`src/rtl/unsigned_divider.sv`:
```
// Multi-cycle unsigned divider: restoring radix-2, one quotient bit per cycle, MSB first.
// Divide-by-zero completes in one cycle with RISC-V DIVU/REMU results.
module unsigned_divider #(
    parameter int WIDTH = 64
) (
    input  logic             clk,
    input  logic             rst,
    input  logic             start,
    input  logic             flush,
    input  logic [WIDTH-1:0] dividend,
    input  logic [WIDTH-1:0] divisor,
    output logic             busy,
    output logic             done,
    output logic [WIDTH-1:0] quotient,
    output logic [WIDTH-1:0] remainder
);

    localparam int CW = (WIDTH > 1) ? $clog2(WIDTH) : 1;

    typedef enum logic [1:0] {
        IDLE,
        RUN,
        DONE
    } state_t;

    state_t           state_q;
    logic [CW-1:0]    cnt_q;
    logic [WIDTH-1:0] dvs_q;
    logic [WIDTH-1:0] quo_q;
    logic [WIDTH-1:0] rem_q;
    logic             busy_q;
    logic             done_q;

    logic [WIDTH:0]   trial;
    logic             qbit;
    logic [WIDTH-1:0] rem_d;
    logic [WIDTH-1:0] quo_d;

    // quo_q doubles as the dividend shift register: its MSB is the next dividend
    // bit, and resolved quotient bits shift in at the LSB.
    always_comb begin
        trial = {rem_q, quo_q[WIDTH-1]};
        qbit  = (trial >= {1'b0, dvs_q});
        rem_d = qbit ? (trial[WIDTH-1:0] - dvs_q) : trial[WIDTH-1:0];
        quo_d = {quo_q[WIDTH-2:0], qbit};
    end

    always_ff @(posedge clk or posedge rst) begin
        if (rst) begin
            state_q <= IDLE;
            cnt_q   <= '0;
            dvs_q   <= '0;
            quo_q   <= '0;
            rem_q   <= '0;
            busy_q  <= 1'b0;
            done_q  <= 1'b0;
        end else begin
            case (state_q)
                IDLE: begin
                    done_q <= 1'b0;
                    if (start && !flush) begin
                        dvs_q  <= divisor;
                        cnt_q  <= CW'(WIDTH - 1);
                        busy_q <= 1'b1;
                        if (divisor == '0) begin
                            quo_q   <= '1;
                            rem_q   <= dividend;
                            done_q  <= 1'b1;
                            state_q <= DONE;
                        end else begin
                            quo_q   <= dividend;
                            rem_q   <= '0;
                            state_q <= RUN;
                        end
                    end
                end
                RUN: begin
                    if (flush) begin
                        busy_q  <= 1'b0;
                        done_q  <= 1'b0;
                        state_q <= IDLE;
                    end else begin
                        quo_q <= quo_d;
                        rem_q <= rem_d;
                        cnt_q <= cnt_q - 1'b1;
                        if (cnt_q == '0) begin
                            done_q  <= 1'b1;
                            state_q <= DONE;
                        end
                    end
                end
                DONE: begin
                    busy_q  <= 1'b0;
                    done_q  <= 1'b0;
                    state_q <= IDLE;
                end
                default: begin
                    busy_q  <= 1'b0;
                    done_q  <= 1'b0;
                    state_q <= IDLE;
                end
            endcase
        end
    end

    assign busy      = busy_q;
    assign done      = done_q;
    assign quotient  = quo_q;
    assign remainder = rem_q;

endmodule
```
`config.mk`:
```
export PLATFORM = sky130hd
export DESIGN_NAME = unsigned_divider
export DESIGN_NICKNAME = d
export VERILOG_FILES = /design/src/rtl/unsigned_divider.sv
export SDC_FILE = /design/constraint.sdc
export NUM_CORES = 1
export LEC_CHECK = 0
export BUFFER_PORTS_ARGS = -buffer_cell sky130_fd_sc_hd__buf_2
export CAP_MARGIN = 40
export CORE_MARGIN = 2
export CORE_UTILIZATION = 57
export CTS_CLUSTER_DIAMETER = 30
export DETAILED_ROUTE_END_ITERATION = 16
export PLACE_DENSITY = 0.82
export SETUP_SLACK_MARGIN = 0.5
export SYNTH_ARGS = -nofsm -noshare
export SYNTH_HDL_FRONTEND = slang
export SYNTH_SLANG_ARGS = --single-unit
export TNS_END_PERCENT = 100
```
`constraint.sdc`:
```
create_clock -name clk -period 9.5 [get_ports clk]
set_input_delay 2.375 -clock clk [delete_from_list [all_inputs] [get_ports clk]]
set_output_delay 2.375 -clock clk [all_outputs]
set_load 0.1 [all_outputs]
```
# ---- Yosys cells after proc, flatten, opt, wreduce, memory -nomap -nowiden
# Cells that the tools add are included.
dict set report totals {
  reg_bits 202
  inputBits 132
  output_inout_bits 130
  word_cells 50
}
dict set report op_classes {
  add_sub_neg 2
  order_cmp 1
  eq_ne 5
  n_mux 25
  n_reduce_logical 10
}
# operator count
set ops {}
lappend ops {{$mux W64} 7}
lappend ops {{$pmux W64 S2} 2}
lappend ops {{$ge A65 B64 Y1} 1}
lappend ops {{$logic_not A64 Y1} 1}
lappend ops {{$sub A64 B64 Y64} 1}
lappend ops {{$mux W6} 2}
lappend ops {{$pmux W6 S2} 1}
lappend ops {{$mux W2} 4}
lappend ops {{$logic_not A6 Y1} 1}
lappend ops {{$mux W1} 6}
lappend ops {{$ne A2 B2 Y1 const B} 3}
lappend ops {{$reduce_and A2 Y1} 3}
lappend ops {{$sub A6 B1 Y6 const B} 1}
lappend ops {{$pmux W1 S2} 2}
lappend ops {{$pmux W2 S2} 1}
lappend ops {{$ne A3 B3 Y1 const B} 1}
lappend ops {{$reduce_and A3 Y1} 1}
lappend ops {{$eq A2 B1 Y1 const B} 1}
lappend ops {{$logic_not A2 Y1} 1}
lappend ops {{$reduce_bool A2 Y1} 1}
lappend ops {{$logic_and A1 B1 Y1} 1}
lappend ops {{$logic_not A1 Y1} 1}

# ---- Longest topological paths before layout
dict set report depth {
  ltp_word 4
  mapped_depth 16
  ltp_nobuf 13
}

# ---- Worst setup path before layout
# OpenSTA, ideal clock, no wires.
dict set report synth_timing {
  path_kind {in2reg}
  startpoint {input divisor[42]}
  endpoint {register rem_q[15], in the netlist remainder[15]}
  setup_time_ns 0.078
  t_arrival_ns 4.195
  required_ns 9.422
  slack_ns 5.227
  path_stages 9
  path_buffers 3
  cell_sequence {nor4_1 nand4_1 nor4_1 and2_1 clkbuf_1 clkbuf_1 clkbuf_1 a21oi_1 a21oi_1}
}
dict set report synth_via {
  elab_chain_len 4
}
# item line
set synth_lines {}
lappend synth_lines {{start, declared} 11} ;# input logic [WIDTH-1:0] divisor,
lappend synth_lines {{$logic_not A64 Y1} 65} ;# if (divisor == '0) begin
lappend synth_lines {{$mux W64} 65}
lappend synth_lines {{$mux W64} 61} ;# if (start && !flush) begin
lappend synth_lines {{$pmux W64 S2} 58} ;# case (state_q)
lappend synth_lines {{end signal, assigned} 67} ;# rem_q <= dividend;
lappend synth_lines {{end signal, assigned} 84} ;# rem_q <= rem_d;
lappend synth_lines {{end, declared} 30} ;# logic [WIDTH-1:0] rem_q;
# No other way between the ends. The select of a mux whose other input is x is not followed.
# A chain may end at the register's enable or synchronous reset.

# ---- Final worst setup path
dict set report layout_timing {
  startpoint {input divisor[6]}
  endpoint {register rem_q[53], in the netlist remainder[53]}
}
# The elaborated chain is that of the path after synthesis.

==> summary.txt <==
Finish
  – Final core occ: 0.704
  – Fill count: 1984
  – # nets final: 2125
  – Layout cells sized above 1: 0.221
  – Layout area overhead: 22.5%

Flow run
  – Max-cap viol count: 0

Timing
  – Final worst-path cycle share: 0.606
  – Setup TNS: 0 ns
  – Slew HR: 0.409
  – Worst Clk Skew: 0.0209 ns
  – Tightest Pin Transition: 0.885 ns
  – Fmax: about 0.17 GHz
  – Endpoints failing setup: 0
  – Pins Over Slew Limit: 0
  – RSZ-0062 raised after global routing: no
  – Fin crit period: between 5 and 6 ns
  – Final Hold Viols: 0

Placed design
  – Input/output buffers: 261
  – DPL Wire Length: 34.7 mm
  – Gpl congestion: slightly below 1

Worst hold path
  – Hold Crit Class: reg -> reg
  – Critical hold path startpoint: done$_DFFE_PP0P_

Routing
  – DRT Pass-1 Iters: 7
  – WL met3: 4.12 mm
  – Routed met2 length: 21.8 mm
  – Vias: between 10k and 15k
  – ANT nets after route: 0
  – Met1 wire length: 18.4 mm
  – Drt drc: 0
  – DRT iter0 DRCs: around 1.6k
  – Via density: 6.21
  – Average wire per standard cell: 20.9 um
  – Uppermost layer routed: met5
  – Final wirelength: about 48 mm

Clocking
  – CTS tree: yes
  – Post-cts resize count: 0
  – CTS Sinks: just over 200
  – Clock-pin slew on the worst setup and hold paths: roughly 0.04 ns
  – CTS Hold Bufs: 0
  – # Post-CTS Setup Buffers: 0
  – CTS max path bufs: 3
  – Root Driver: clkbuf_16
  – Num CTS Buffers: 47
  – Clk Latency, worst-skew pair: 0.55 ns
  – H-tree levels: 2

Power
  – Combinational share of power: 0.582
  – Sequential power share: 0.183
  – Clock share of power: 0.236
  – Internal: 0.00351 W
  – Worst VDD drop: 0.413 mV
  – Switching share of power: 0.527
  – PD cells: 437 nW/um^2
  – Sw power: 0.00390 W
  – Leakage: 7.90 nW

Floorplanning
  – Site Rows: 57
  – Die area: approximately 26000 sq um
  – Core ar.: 24100 sq um
  – Initial Util: 0.574
  – Die Span Y: 160 um
  – IO Pins: 262
  – Die Span X: 160 um

Yosys
  – Synth Net Count: 1911
  – Synth cell types: 80
  – Top FF cell, synth: dfrtp_1
  – Syn Area/Cell: 8.09 sq um
  – #FFs+latches synth: 202
  – Yosys warns: 0
  – Cell area after synthesis: between 10000 and 15000 sq um
  – Post-synth EDFFs: 0
  – Cells after synthesis: 1712
  – Synth async-reset ratio: 1.00
  – Register area share after synthesis: 0.365

GRT
  – Initial antenna violation count: 3
  – Total GRT Usage: 0.363
  – GR Overflow Total: 0
  – First-pass GRT wire length: 74.0 mm
  – Largest net degree at the start of global routing: 110
  – Number of global-route vias before repair: 13.6k

Worst setup path
  – Worst r2r src: remainder[27]$_DFFE_PP0P_
  – CP required: 9.95 ns
  – Setup crit start kind: input pin
  – Crit end category: flip-flop
  – Worst Setup SP: divisor[6]
  – Critical path peak fanout: 84
  – CP Class: in -> reg
  – Critical Path AT: 6.20 ns

Status
  – Status: completed
==> layer usage <==
metal	vias to the layer above	GRT usage
met4	4	0.235
li1	6560	-
met2	768	0.581
met5	-	0
met3	195	0.0616
met1	6692	0.458
==> metrics by stage <==
stage                     cell area [sq um]  hold slack, ns  total power [W]  setup slack (ns)  instances
after CTS                             17000           0.476          0.00736              4.02       2287
after global placement                15200           0.466          0.00553              3.31       2197
final                                 17000           0.474          0.00741              3.74       2288
after detailed placement              15300           0.462          0.00558              3.49       2201
after floorplan                       13800           0.438          0.00476              1.61       1712
after global routing                  17000           0.488          0.00776              3.75       2287
==> cells in the mapped netlist (all sizes together) (22+ instances only) <==
library cell	instances	share of area
ha	66	0.060
nor3	82	0.030
o31ai	69	0.038
a21oi	161	0.060
inv	85	0.023
nor4	26	0.012
dfrtp	202	0.37
xnor2	29	0.018
nand4	28	0.014
nor2	200	0.055
nand2	239	0.065
buf	27	0.014
clkbuf	88	0.024
a221oi	22	0.022
a31oi	25	0.011
o21ai	129	0.048
==> sequential cells by signal, summed over array words and instances (netlist names) <==
name	cells
remainder	64
busy	1
quotient	64
dvs_q	64
done	1
state_q	2
cnt_q	6
==> path summary, 6_finish.rpt <==
kind,endpoint,slack [ns],depth (start not counted)
min in group asynchronous,quotient[51]$_DFFE_PP0P_,1.80,2
max in group asynchronous,dvs_q[17]$_DFFE_PP0P_,6.61,3
min,done$_DFFE_PP0P_,0.47,1
max reg2reg,remainder[24]$_DFFE_PP0P_,5.61,11
min reg2reg,done$_DFFE_PP0P_,0.47,1
max,remainder[53]$_DFFE_PP0P_,3.74,11
==> cell usage in the layout (no fill, tap or decap), drive strengths merged, types with 11 or more instances in the layout <==
cell,instances
clkbuf,56
nor2,200
clkinv,11
a22oi,11
nand2,239
inv,92
nor4,26
o21bai,11
dfrtp,202
buf,279
ha,66
nor3,82
o211ai,12
xor2,21
a21o,19
mux2i,12
a31oi,25
nand4,28
nand3,19
mux2,19
a21boi,12
o31ai,69
o21a,15
o21ai,129
a221oi,22
a21oi,161
xnor2,29
==> power groups by stage <==
stage          registers [W]  logic (W)  clock network [W]
4_1_cts              0.00135    0.00426            0.00175
3_3_place_gp         0.00135    0.00418                  0
2_1_floorplan        0.00261    0.00215                  0
5_1_grt              0.00137    0.00458            0.00180
6_report             0.00135    0.00431            0.00175
3_5_place_dp         0.00135    0.00423                  0
==> area by class of cell <==
type / count / area (sq um) / share of cell area
antenna: 1 / 2.50 / 0.000148
clock buffer: 56 / 1270 / 0.0749
clock inverter: 30 / 435 / 0.0257
inverter: 85 / 327 / 0.0193
multi-input combinational: 1310 / 7980 / 0.470
sequential: 202 / 5050 / 0.298
tap: 324 / 405 / 0.0239
timing repair buffer: 280 / 1490 / 0.0878
==> kinds of logic after synthesis <==
group,count (synthesis),share of synthesized area
AOI/OAI and AO/OA,526,0.249
xor gates and xnor gates,50,0.0316
adders and majority gates,67,0.0611
buffers and inverters,200,0.0610
DFF,202,0.365
muxes,31,0.0287
and+or+nand+nor,636,0.203
==> critical path, cell delays in order <==
cell and delay, ns:
buf_2 0.11, nor4_1 0.71, nand4_1 0.33, nor4_2 0.58, buf_4 0.78, and2_2 0.26, buf_4 0.57, a21oi_1 0.19
nor2_1 0.13, a31oi_1 0.05, o21ai_0 0.08
(Power assumes the default switching activity.)
